File: config.mk
export PLATFORM = sky130hd
export DESIGN_NAME = hazard_scheduler
export DESIGN_NICKNAME = d
export VERILOG_FILES = /design/src/rtl/hazard_scheduler.sv
export SDC_FILE = /design/constraint.sdc
export NUM_CORES = 1
export LEC_CHECK = 0
export CAP_MARGIN = 20
export CORE_ASPECT_RATIO = 1.2
export CORE_MARGIN = 1.5
export CORE_UTILIZATION = 55
export DETAILED_ROUTE_END_ITERATION = 10
export GPL_TIMING_DRIVEN = 0
export PLACE_DENSITY = 0.79
export SYNTH_ARGS = -nofsm -noshare
export SYNTH_HDL_FRONTEND = slang
export SYNTH_SLANG_ARGS = --single-unit
File: constraint.sdc
create_clock -name Clk -period 10.7 [get_ports Clk]
set_input_delay 2.675 -clock Clk [delete_from_list [all_inputs] [get_ports Clk]]
set_output_delay 2.675 -clock Clk [all_outputs]
set_load 0.02 [all_outputs]
File: src/rtl/hazard_scheduler.sv
// hazard_scheduler: round-robin arbiter sharing the actuator bank and display
// among six home sensors. Optional macro: ALARM_PREEMPT_EN (fire alarm preempts).
module hazard_scheduler #(
  parameter int HOLD_CYCLES = 4,
  parameter int T_LOW       = 50,
  parameter int T_HIGH      = 70,
  parameter int CNT_W       = 8
) (
  input  logic       Clk,
  input  logic       Rst,
  input  logic       SFD,
  input  logic       SRD,
  input  logic       SFA,
  input  logic       SW,
  input  logic [6:0] ST,
  input  logic       Ack,
  output logic [5:0] grant,
  output logic [2:0] display,
  output logic       busy,
  output logic [5:0] pending
);

  typedef enum logic [1:0] {
    IDLE,
    HOLD,
    GAP
  } state_t;

  localparam logic [6:0] TLO = 7'(T_LOW);
  localparam logic [6:0] THI = 7'(T_HIGH);
  localparam logic [CNT_W-1:0] CNT_INIT = CNT_W'(HOLD_CYCLES - 1);
  localparam logic [2:0] ALARM = 3'd2;

  state_t           state;
  logic [2:0]       ptr;
  logic [2:0]       cur;
  logic [CNT_W-1:0] cnt;

  logic [5:0] req;
  logic [5:0] cand;
  logic [5:0] clr;
  logic [2:0] pick;
  logic       found;
  logic       end_svc;
  logic       preempt;

  assign req = {(ST > THI), (ST < TLO), SW, SFA, SRD, SFD};
  assign cand = pending | req;
  assign end_svc = Ack || (cnt == '0);

`ifdef ALARM_PREEMPT_EN
  assign preempt = (state == HOLD) && SFA && (cur != ALARM);
`else
  assign preempt = 1'b0;
`endif

  // first candidate at or after ptr, wrapping 5 -> 0
  always_comb begin
    logic [3:0] idx;
    found = 1'b0;
    pick  = ptr;
    idx   = '0;
    for (int k = 0; k < 6; k++) begin
      idx = {1'b0, ptr} + 4'(k);
      if (idx >= 4'd6) idx = idx - 4'd6;
      if (!found && cand[idx[2:0]]) begin
        found = 1'b1;
        pick  = idx[2:0];
      end
    end
  end

  // clear the finishing requester only on a normal end of service
  always_comb begin
    clr = '0;
    if (state == HOLD && !preempt && end_svc) clr = 6'b1 << cur;
  end

  // arbitration FSM with registered outputs
  always_ff @(posedge Clk or negedge Rst) begin
    if (!Rst) begin
      state   <= IDLE;
      ptr     <= '0;
      cur     <= '0;
      cnt     <= '0;
      grant   <= '0;
      display <= '0;
      busy    <= 1'b0;
      pending <= '0;
    end else begin
      pending <= (pending | req) & ~clr;
      unique case (state)
        IDLE, GAP: begin
          if (found) begin
            grant   <= 6'b1 << pick;
            display <= pick + 3'd1;
            busy    <= 1'b1;
            cnt     <= CNT_INIT;
            cur     <= pick;
            state   <= HOLD;
          end else begin
            state <= IDLE;
          end
        end
        HOLD: begin
          if (preempt) begin
            grant   <= 6'b000100;
            display <= 3'd3;
            cnt     <= CNT_INIT;
            cur     <= ALARM;
          end else if (end_svc) begin
            ptr     <= (cur == 3'd5) ? 3'd0 : cur + 3'd1;
            grant   <= '0;
            display <= '0;
            busy    <= 1'b0;
            state   <= GAP;
          end else begin
            cnt <= cnt - 1'b1;
          end
        end
        default: state <= IDLE;
      endcase
    end
  end

endmodule

Yosys cells after proc, flatten, opt, wreduce, memory -nomap -nowiden
Cells that the tools add are included. Widths: inputs -> output; s select.

Add/subtract/negate cells: 14. Multiply operators: 0. Divide/modulo/power cells: 0. Magnitude comparators: 14. Equal/unequal tests: 6. Shift operators: 2. Muxes and demuxes: 47. Bitwise logic cells: 3. Reductions and logical operators: 20.

Operator list (count): $mux 3 (15); $lt 3x4->1 const B (6); $ge 4x3->1 const B (5); $bmux 1 s3 (6); $mux 6 (3); $sub 3x3->3 const B (6); $mux 8 (2); $pmux 8 s2 (1); $mux 1 (15); $pmux 6 s2 (1); $shl 1x3->6 const A (2); $add 3x2->4 const B (2); $add 3x3->4 const B (2); $logic_not 8->1 (1); $sub 8x1->8 const B (1); $gt 7x7->1 const B (1); $lt 7x6->1 const B (1); $add 3x1->3 const B (2); $and 6x6->6 (1); $logic_and 1x1->1 (6); $ne 2x2->1 const B (3); $not 6->6 (1); $or 6x6->6 (1); $pmux 3 s2 (1); other kinds (15) (21).

Register bits: 32. Latch bits: 0. Memory bits (writable): 0. ROM bits: 0. Output and inout bits: 16. Logic and storage cells: 114. Memories kept: 0.

Logic depth before layout (Yosys ltp)
Gate-level depths: netlist (run 1).

Depth after elaboration: 23. Mapped depth: 17.

Worst setup path before layout (run 1)
Ideal clock, no wire load.

Kind: input to register. Start point: in ST[3]. End point: reg display[2]. Arrival: 5.021 ns. Data required time: 10.621 ns. Setup slack: 5.599 ns. Stages: 11. Path buffers: 0. Path through: or3_1 -> a211oi_1 -> o32ai_2 -> o21ai_2 -> mux2_2 -> a221oi_1 -> o21a_1 -> nor2b_1 -> ha_1 -> ha_1 -> mux2i_1.

Cells in the longest elaborated chain, start to end: 23. Elaborated cells on any way between the ends: 42. Classes of those cells: add/sub (1); order compare (2); eq/ne (1); mux (26); bitwise (1); reduce/logical (11).

Ends and longest elaborated chain: start, declared (line 15) `input logic [6:0] ST,`; $lt 7x6->1 / $gt 7x7->1 (equally long branches) (line 47) `assign req = {(ST > THI), (ST < TLO), SW, SFA, SRD, SFD};`; $or 6x6->6 (*) (line 48) `assign cand = pending | req;`; $bmux 1 s3 (line 66) `if (!found && cand[idx[2:0]]) begin`; $mux 1 (not written as such) (line 66); $mux 1 (line 66); $logic_not 1->1 (line 66); $logic_and 1x1->1 (line 66); $mux 1 (line 66); [8 not listed]; $mux 1 (line 66); $logic_not 1->1 (line 66); $logic_and 1x1->1 (line 66); $mux 3 (*) (line 66); via pick[1] (line 42) `logic [2:0] pick;`; $add 3x1->3 (*) (line 96) `display <= pick + 3'd1;`; $mux 3 (*) (line 94) `if (found) begin`; $pmux 3 s2 (*) (line 92) `unique case (state)`; end signal, assigned (line 96); end, declared (line 18) `output logic [2:0] display,`.

The timed path passes the listed nets; every way through them passes the cells marked *. The select of a mux whose other input is x is not followed. A chain may end at the register's enable or synchronous reset.

Worst setup path in the final report (run 1)
Ends and elaborated chain as after synthesis.

==> impl_metrics.py, run 1 <==
metrics = {
    "setup_path": {
        "crit_slowest_cell": "clkdlybuf4s50_1",
        "worstSetupStartpoint": "ST[3]",
        "worstPathRequired_ns": 10.91,
        "crit-reg2reg-launch": "ptr[0]$_DFFE_PN0P_",
        "path_class": "primary input to flop",
        "reg2reg_to": "display[2]$_DFFE_PN0P_",
        "cp-end-kind": "flop",
        "worstPathCellList": "clkdlybuf4s50_1 -> or3_1 -> a211oi_2 -> o21ai_0 -> nand3_1 -> nor2_1 -> a221o_1 -> xnor2_2 -> inv_1 -> ha_1 -> ha_1 -> mux2i_1",
        "cp_data_arrival_time_ns": 5.92,
        "regToRegSetupSlack_ns": 6.69,
        "cp_top_family": "compound AO/OA/AOI/OAI gates",
        "crit_buf_inv": 2,
        "worstSetupEndpoint": "display[2]$_DFFE_PN0P_",
        "r2r_cells": 15,
        "cp-start-kind": "primary input",
        "cpPeakStageDelay_ns": 0.46,
        "crit_top_cell": "ha_1",
        "cp_num_cells": 12,
        "cp_max_fo": 6,
    },
    "timing": {
        "worstMarginPinSlew_ns": 0.6277,
        "period_minus_slack_ns": 5.718,
        "setup_violations": 0,
        "clock_skew_ns": 0.008078,
        "hold_viol_final": 0,
        "slew_violations": 0,
        "rsz0062_at_grt": "no",
        "slew_headroom_pct": 58.02,
        "fmax_mhz": 174.9,
        "fin_tns_setup_ns": 0,
        "finalCritPeriodShare_pct": 53.44,
        "hold_slack_ns": 0.4849,
    },
    "drt": {
        "wirelength_mm": 5.777,
        "drc_errors": 0,
        "first_pass_iters": 5,
        "wl_per_cell_um": 16.00,
        "first_iter_violations": 192,
        "vias_per_cell": 5.986,
        "vias": 2161,
        "final_antenna_net_count": 0,
    },
    "logic_synthesis": {
        "netlist_top_cells_count": "dfrtp_1 (32), nor2_1 (28), nand2_1 (19)",
        "netlist_instances": 267,
        "yosysSeqAreaShare_pct": 32.39,
        "yosys.area.top_type_share_pct": 32.39,
        "synthFlopType": "dfrtp_1",
        "avgSynthCellArea_um2": 9.260,
        "synth.largest_area_cell": "dfrtp_1",
        "syn_nets": 297,
        "yosysWarnings": 0,
        "ys_types": 75,
        "synth_most_common_cell": "dfrtp_1",
        "synth_area_mm2": 0.002472,
        "synthArstFlopShare_pct": 100.0,
        "synth_area_leaders": "dfrtp_1 (32%), ha_1 (8.1%), nor2_1 (4.3%)",
        "synth-seq-cells": 32,
        "synth_edf_count": 0,
    },
    "placed_design": {
        "gp_congestion": 0.8609,
        "portBuffers": 29,
        "hpwl_mm": 4.453,
    },
    "cells_and_area": {
        "drive_above_1_share_pct": 12.13,
        "fill_cells": 361,
        "seq_area_um2": 800.8,
        "syn_to_final_growth_pct": 20.80,
        "fin_nets": 334,
        "multi_input_area_mm2": 0.001536,
        "antennaDiodeCount": 0,
    },
    "clock_network": {
        "htreeDepth": 2,
        "cts_buffers": 5,
        "clk_pin_slew_worst_paths_ns": 0.06,
        "clkSinkCount": 32,
        "cts_hold_buf": 0,
        "ctsResizeCount": 0,
        "clk_latency_ns": 0.29,
        "postCtsSetupBuffers": 0,
        "cts_buffer_depth": 2,
        "cts_root_buf": "clkbuf_8",
        "cts_tree": "built",
    },
    "die": {
        "die_h_um": 76.45,
        "start_util_pct": 57.58,
        "dieArea_mm2": 0.004908,
        "rows": 26,
        "die_x_um": 64.21,
        "coreArea_mm2": 0.004294,
        "ios": 30,
    },
    "min_path": {
        "whs_path_depth": 1,
        "hold_class": "flop to flop",
    },
    "global_route": {
        "globalRouteOverflowTotal": 0,
        "grt_pass1_wl_mm": 9.749,
        "grt_max_degree": 22,
        "antenna_found_initial": 0,
        "grt_usage_pct": 25.23,
        "grt_pass1_vias": 2112,
    },
    "power": {
        "power_density_mw_per_mm2": 365.4,
        "p_leak_nw": 1.287,
        "ir_drop_uv": 254.2,
    },
    "status": {
        "status": "finished, final reports clean",
    },
    "run": {
        "maxCapViolations": 0,
    },
}
## stage by stage
stage / instance area, um2 / util, % / total power [mW] / instances / setup WS, ns
after detailed placement: 2860 / 66.61 / 0.9586 / 353 / 4.687
after floorplan: 2472 / - / 0.7752 / 267 / 5.599
after global routing: 2987 / 69.55 / 1.186 / 361 / 4.766
after global placement: 2833 / 65.97 / 0.9454 / 352 / 4.729
after CTS: 2987 / 69.55 / 1.091 / 361 / 4.975
final: 2987 / 69.55 / 1.091 / 361 / 4.982
## report_power, final
group	internal, mW	switching (mW)
clock network	0.0821	0.0438
logic	0.318	0.442
registers	0.163	0.0426
total	0.563	0.528
## per-layer routing
metal  vias up  wire length, um  GRT usage (%)
met5         -                0              0
met4         0              135          8.298
met3        16              221          4.136
met2        53             2997          45.21
met1      1030             2423          30.30
li1       1062                -              -
## cells by family (layout without fill, tap and decap cells)
family	after synthesis	count (layout)	share of synthesized area, %
compound gates	73	73	23.38
fa+ha+maj	16	16	8.097
mux	7	7	3.137
xor+xnor	11	11	4.505
buf+inv	26	64	5.465
simple gates	102	102	23.03
flops	32	32	32.39
## worst min-delay path by stage
stage,startpoint,slack (ns),end
after detailed placement,busy$_DFFE_PN0P_,0.47,busy$_DFFE_PN0P_
after global routing,busy$_DFFE_PN0P_,0.51,busy$_DFFE_PN0P_
final,busy$_DFFE_PN0P_,0.48,busy$_DFFE_PN0P_
after CTS,busy$_DFFE_PN0P_,0.49,busy$_DFFE_PN0P_
after floorplan,cur[2]$_DFFE_PN0P_,0.48,pending[4]$_DFF_PN0_
after global placement,busy$_DFFE_PN0P_,0.46,busy$_DFFE_PN0P_
## sequential cells by signal, summed over array words and instances, names as in the netlist
name	count
grant	6
pending	6
state	2
display	3
busy	1
ptr	3
cur	3
cnt	8
## area by class of cell
cell class,count,area share [%]
Tap cell,56,2.346
Inverter,15,1.885
Clock inverter,1,1.005
Multi-Input combinational cell,209,51.45
Clock buffer,7,3.226
Buffer,11,2.639
Sequential cell,32,26.81
Timing Repair Buffer,30,10.64
## cells in the final DEF (no fill, tap or decap), types with 3 or more instances in the layout
cell type         n
dfrtp_1          32
clkdlybuf4s50_1  29
nor2_1           28
nand2_1          19
ha_1             16
inv_1            15
nor3_1           11
a21oi_1           9
nor2b_1           7
clkbuf_8          7
a211oi_1          6
a31oi_1           6
a21o_1            6
xnor2_1           6
buf_6             4
a221oi_1          4
mux2i_1           4
o21ai_0           4
o21ai_1           4
and2_1            3
clkbuf_1          3
nor4_1            3
nand3_1           3
or3_1             3
o21a_1            3
or2_2             3
xor2_1            3
nand2b_1          3
o22ai_1           3
a32o_1            3
(Power assumes the default switching activity.)
==> run 2: changes to the inputs <==
- clock period: 10.7 -> 5.35 ns (I/O delays scaled with it)
==> results of run 2 <==
Same layout as run 1 (identical final DEF). Status: finished, final reports clean.
Among the figures that moved: setup slack after placement 4.687 ns -> 0.6748 ns; setup slack after layout 4.982 ns -> 0.9699 ns; register-to-register setup slack 6.69 ns -> 1.34 ns; total power 1.091 mW -> 2.183 mW; worst IR drop on VDD 254.2 uV -> 508.4 uV
==> run 3: changes to the inputs <==
- CORE_UTILIZATION: 55 -> 51
- PLACE_DENSITY: 0.79 -> 0.77
- clock period: 5.35 -> 4 ns (I/O delays scaled with it)
==> run 3 against run 2 <==
Effect of this change: via count grew 1.6%; worst setup slack lost 0.82 ns; worst hold slack gained 0.013 ns; cell area grew 4.4%; register-to-register slack lost 1.1 ns; utilization shrank 2.2 points; count of clock-buffer cells in the layout shrank 1; global-route usage shrank 0.17 points; sequential share of layout area shrank 1.1 points; routed wire length grew 6.9%; critical path type unchanged; critical endpoint unchanged.
==> impl_metrics.py, run 3 (synthesis gave the netlist of run 1 again) <==
metrics = {
    "drt": {
        "vias": 2195,
        "drc_errors": 0,
        "wirelength_mm": 6.176,
        "first_pass_iters": 4,
        "vias_per_cell": 5.997,
        "final_antenna_net_count": 0,
        "first_iter_violations": 223,
        "wl_per_cell_um": 16.87,
    },
    "clock_network": {
        "cts_buffers": 5,
        "htreeDepth": 2,
        "clk_pin_slew_worst_paths_ns": 0.06,
        "clkSinkCount": 32,
        "clk_latency_ns": 0.29,
        "cts_tree": "built",
        "cts_root_buf": "clkbuf_8",
        "cts_buffer_depth": 2,
    },
    "timing": {
        "slew_headroom_pct": 58.87,
        "period_minus_slack_ns": 3.845,
        "worstMarginPinSlew_ns": 0.6150,
        "clock_skew_ns": 0.003362,
        "fin_tns_setup_ns": 0,
        "fmax_mhz": 260.1,
        "hold_viol_final": 0,
        "finalCritPeriodShare_pct": 96.13,
        "slew_violations": 0,
        "setup_violations": 0,
    },
    "setup_path": {
        "cp_data_arrival_time_ns": 4.05,
        "r2r_cells": 14,
        "regToRegSetupSlack_ns": 0.21,
        "cp-end-kind": "flop",
        "reg2reg_to": "display[2]$_DFFE_PN0P_",
        "cp-start-kind": "primary input",
        "cp_max_fo": 5,
        "path_class": "primary input to flop",
        "worstPathRequired_ns": 4.21,
        "crit-reg2reg-launch": "ptr[0]$_DFFE_PN0P_",
    },
    "cells_and_area": {
        "drive_above_1_share_pct": 17.53,
        "syn_to_final_growth_pct": 26.16,
        "layout_commonest_cell": "dfrtp_1",
        "fin_nets": 338,
        "top_regs": "cnt x8, grant x6, pending x6",
        "layout_common_cells": "dfrtp_1 (31), clkdlybuf4s50_1 (29), nor2_1 (28)",
        "top_register": "cnt",
        "largest_register_ff_count": 8,
        "antennaDiodeCount": 0,
    },
    "global_route": {
        "grt_pass1_wl_mm": 9.998,
        "grt_pass1_vias": 2187,
        "antenna_found_initial": 0,
        "grt_usage_pct": 25.07,
        "globalRouteOverflowTotal": 0,
        "grt_max_degree": 22,
    },
    "die": {
        "die_h_um": 79.27,
        "dieArea_mm2": 0.005276,
        "start_util_pct": 53.42,
        "rows": 27,
        "die_x_um": 66.56,
        "coreArea_mm2": 0.004628,
        "ios": 30,
    },
    "placed_design": {
        "portBuffers": 29,
        "gp_congestion": 0.8913,
        "hpwl_mm": 4.570,
    },
    "min_path": {
        "min_to": "busy$_DFFE_PN0P_",
        "hold_class": "flop to flop",
        "hold_start": "busy$_DFFE_PN0P_",
        "whs_path_depth": 1,
    },
    "status": {
        "status": "finished, final reports clean",
    },
    "run": {
        "maxCapViolations": 0,
    },
}
-- run 3: changes by cell type in the layout (fill, tap and decap cells not counted), moves of 2 or more --
| cell | delta |
|---|---|
| a221oi_1 | -2 |
| clkbuf_8 | -2 |
| buf_4 | +4 |
| a211oi_1 | -3 |
| a211oi_4 | +2 |
-- run 3: critical path, cell delays in order --
cell and delay, ns:
clkdlybuf4s50_1 0.46, nor4_4 0.38, a211oi_2 0.16, or2_2 0.37, a21boi_4 0.23, nand2b_1 0.08
a221o_1 0.39, xnor2_4 0.26, inv_1 0.10, ha_1 0.21, ha_1 0.27, mux2i_1 0.13
-- run 3: worst max-delay path by stage --
stage	end	from	depth (start not counted)
floorplan	display[2]$_DFFE_PN0P_	ST[3]	11
global placement	display[2]$_DFFE_PN0P_	ST[3]	12
detailed placement	display[2]$_DFFE_PN0P_	ST[3]	12
CTS	display[2]$_DFFE_PN0P_	ptr[0]$_DFFE_PN0P_	13
global route	display[2]$_DFFE_PN0P_	ST[3]	12
finish	display[2]$_DFFE_PN0P_	ST[3]	12
-- run 3: what timing repair did --
action	4_1_cts	5_1_grt
hold buffers	0	0
endpoints found under the setup margin	1	6
pin swaps	0	5
buffers inserted	0	4
gates resized for setup	2	24
-- run 3: stage by stage --
stage               util (%)  area, um2  worst slack, ns  hold WS (ns)  cells
floorplan                  -       2472           0.5744        0.4814    267
global placement       61.26       2835          -0.2885        0.4631    354
detailed placement     61.85       2863          -0.3074        0.4748    355
CTS                    63.75       2950          0.03490        0.5019    362
global route           67.40       3119         -0.02966        0.5241    366
finish                 67.40       3119           0.1549        0.4980    366
-- run 3: area by class of cell --
class,instances,area [um2]
fillers,359,1509
well taps,58,72.57
clock inverters,1,5.005
clock buffers,6,72.57
plain buffers,11,81.33
multi-input cells,209,1678
repair buffers,34,347.8
inverters,15,60.06
flip-flops and latches,32,802.0
-- run 3: per-layer routing --
layer / share of wire (%) / up-vias / global-route usage (%)
li1: - / 1068 / -
met1: 42 / 1062 / 30.30
met2: 52 / 52 / 43.40
met3: 3.6 / 13 / 4.108
met4: 2.2 / 0 / 10.61
met5: 0 / - / 0
Power of run 3 is left out: the tool's default activity adds up to more than one toggle a clock period on the data nets, which glitch-free logic cannot reach.
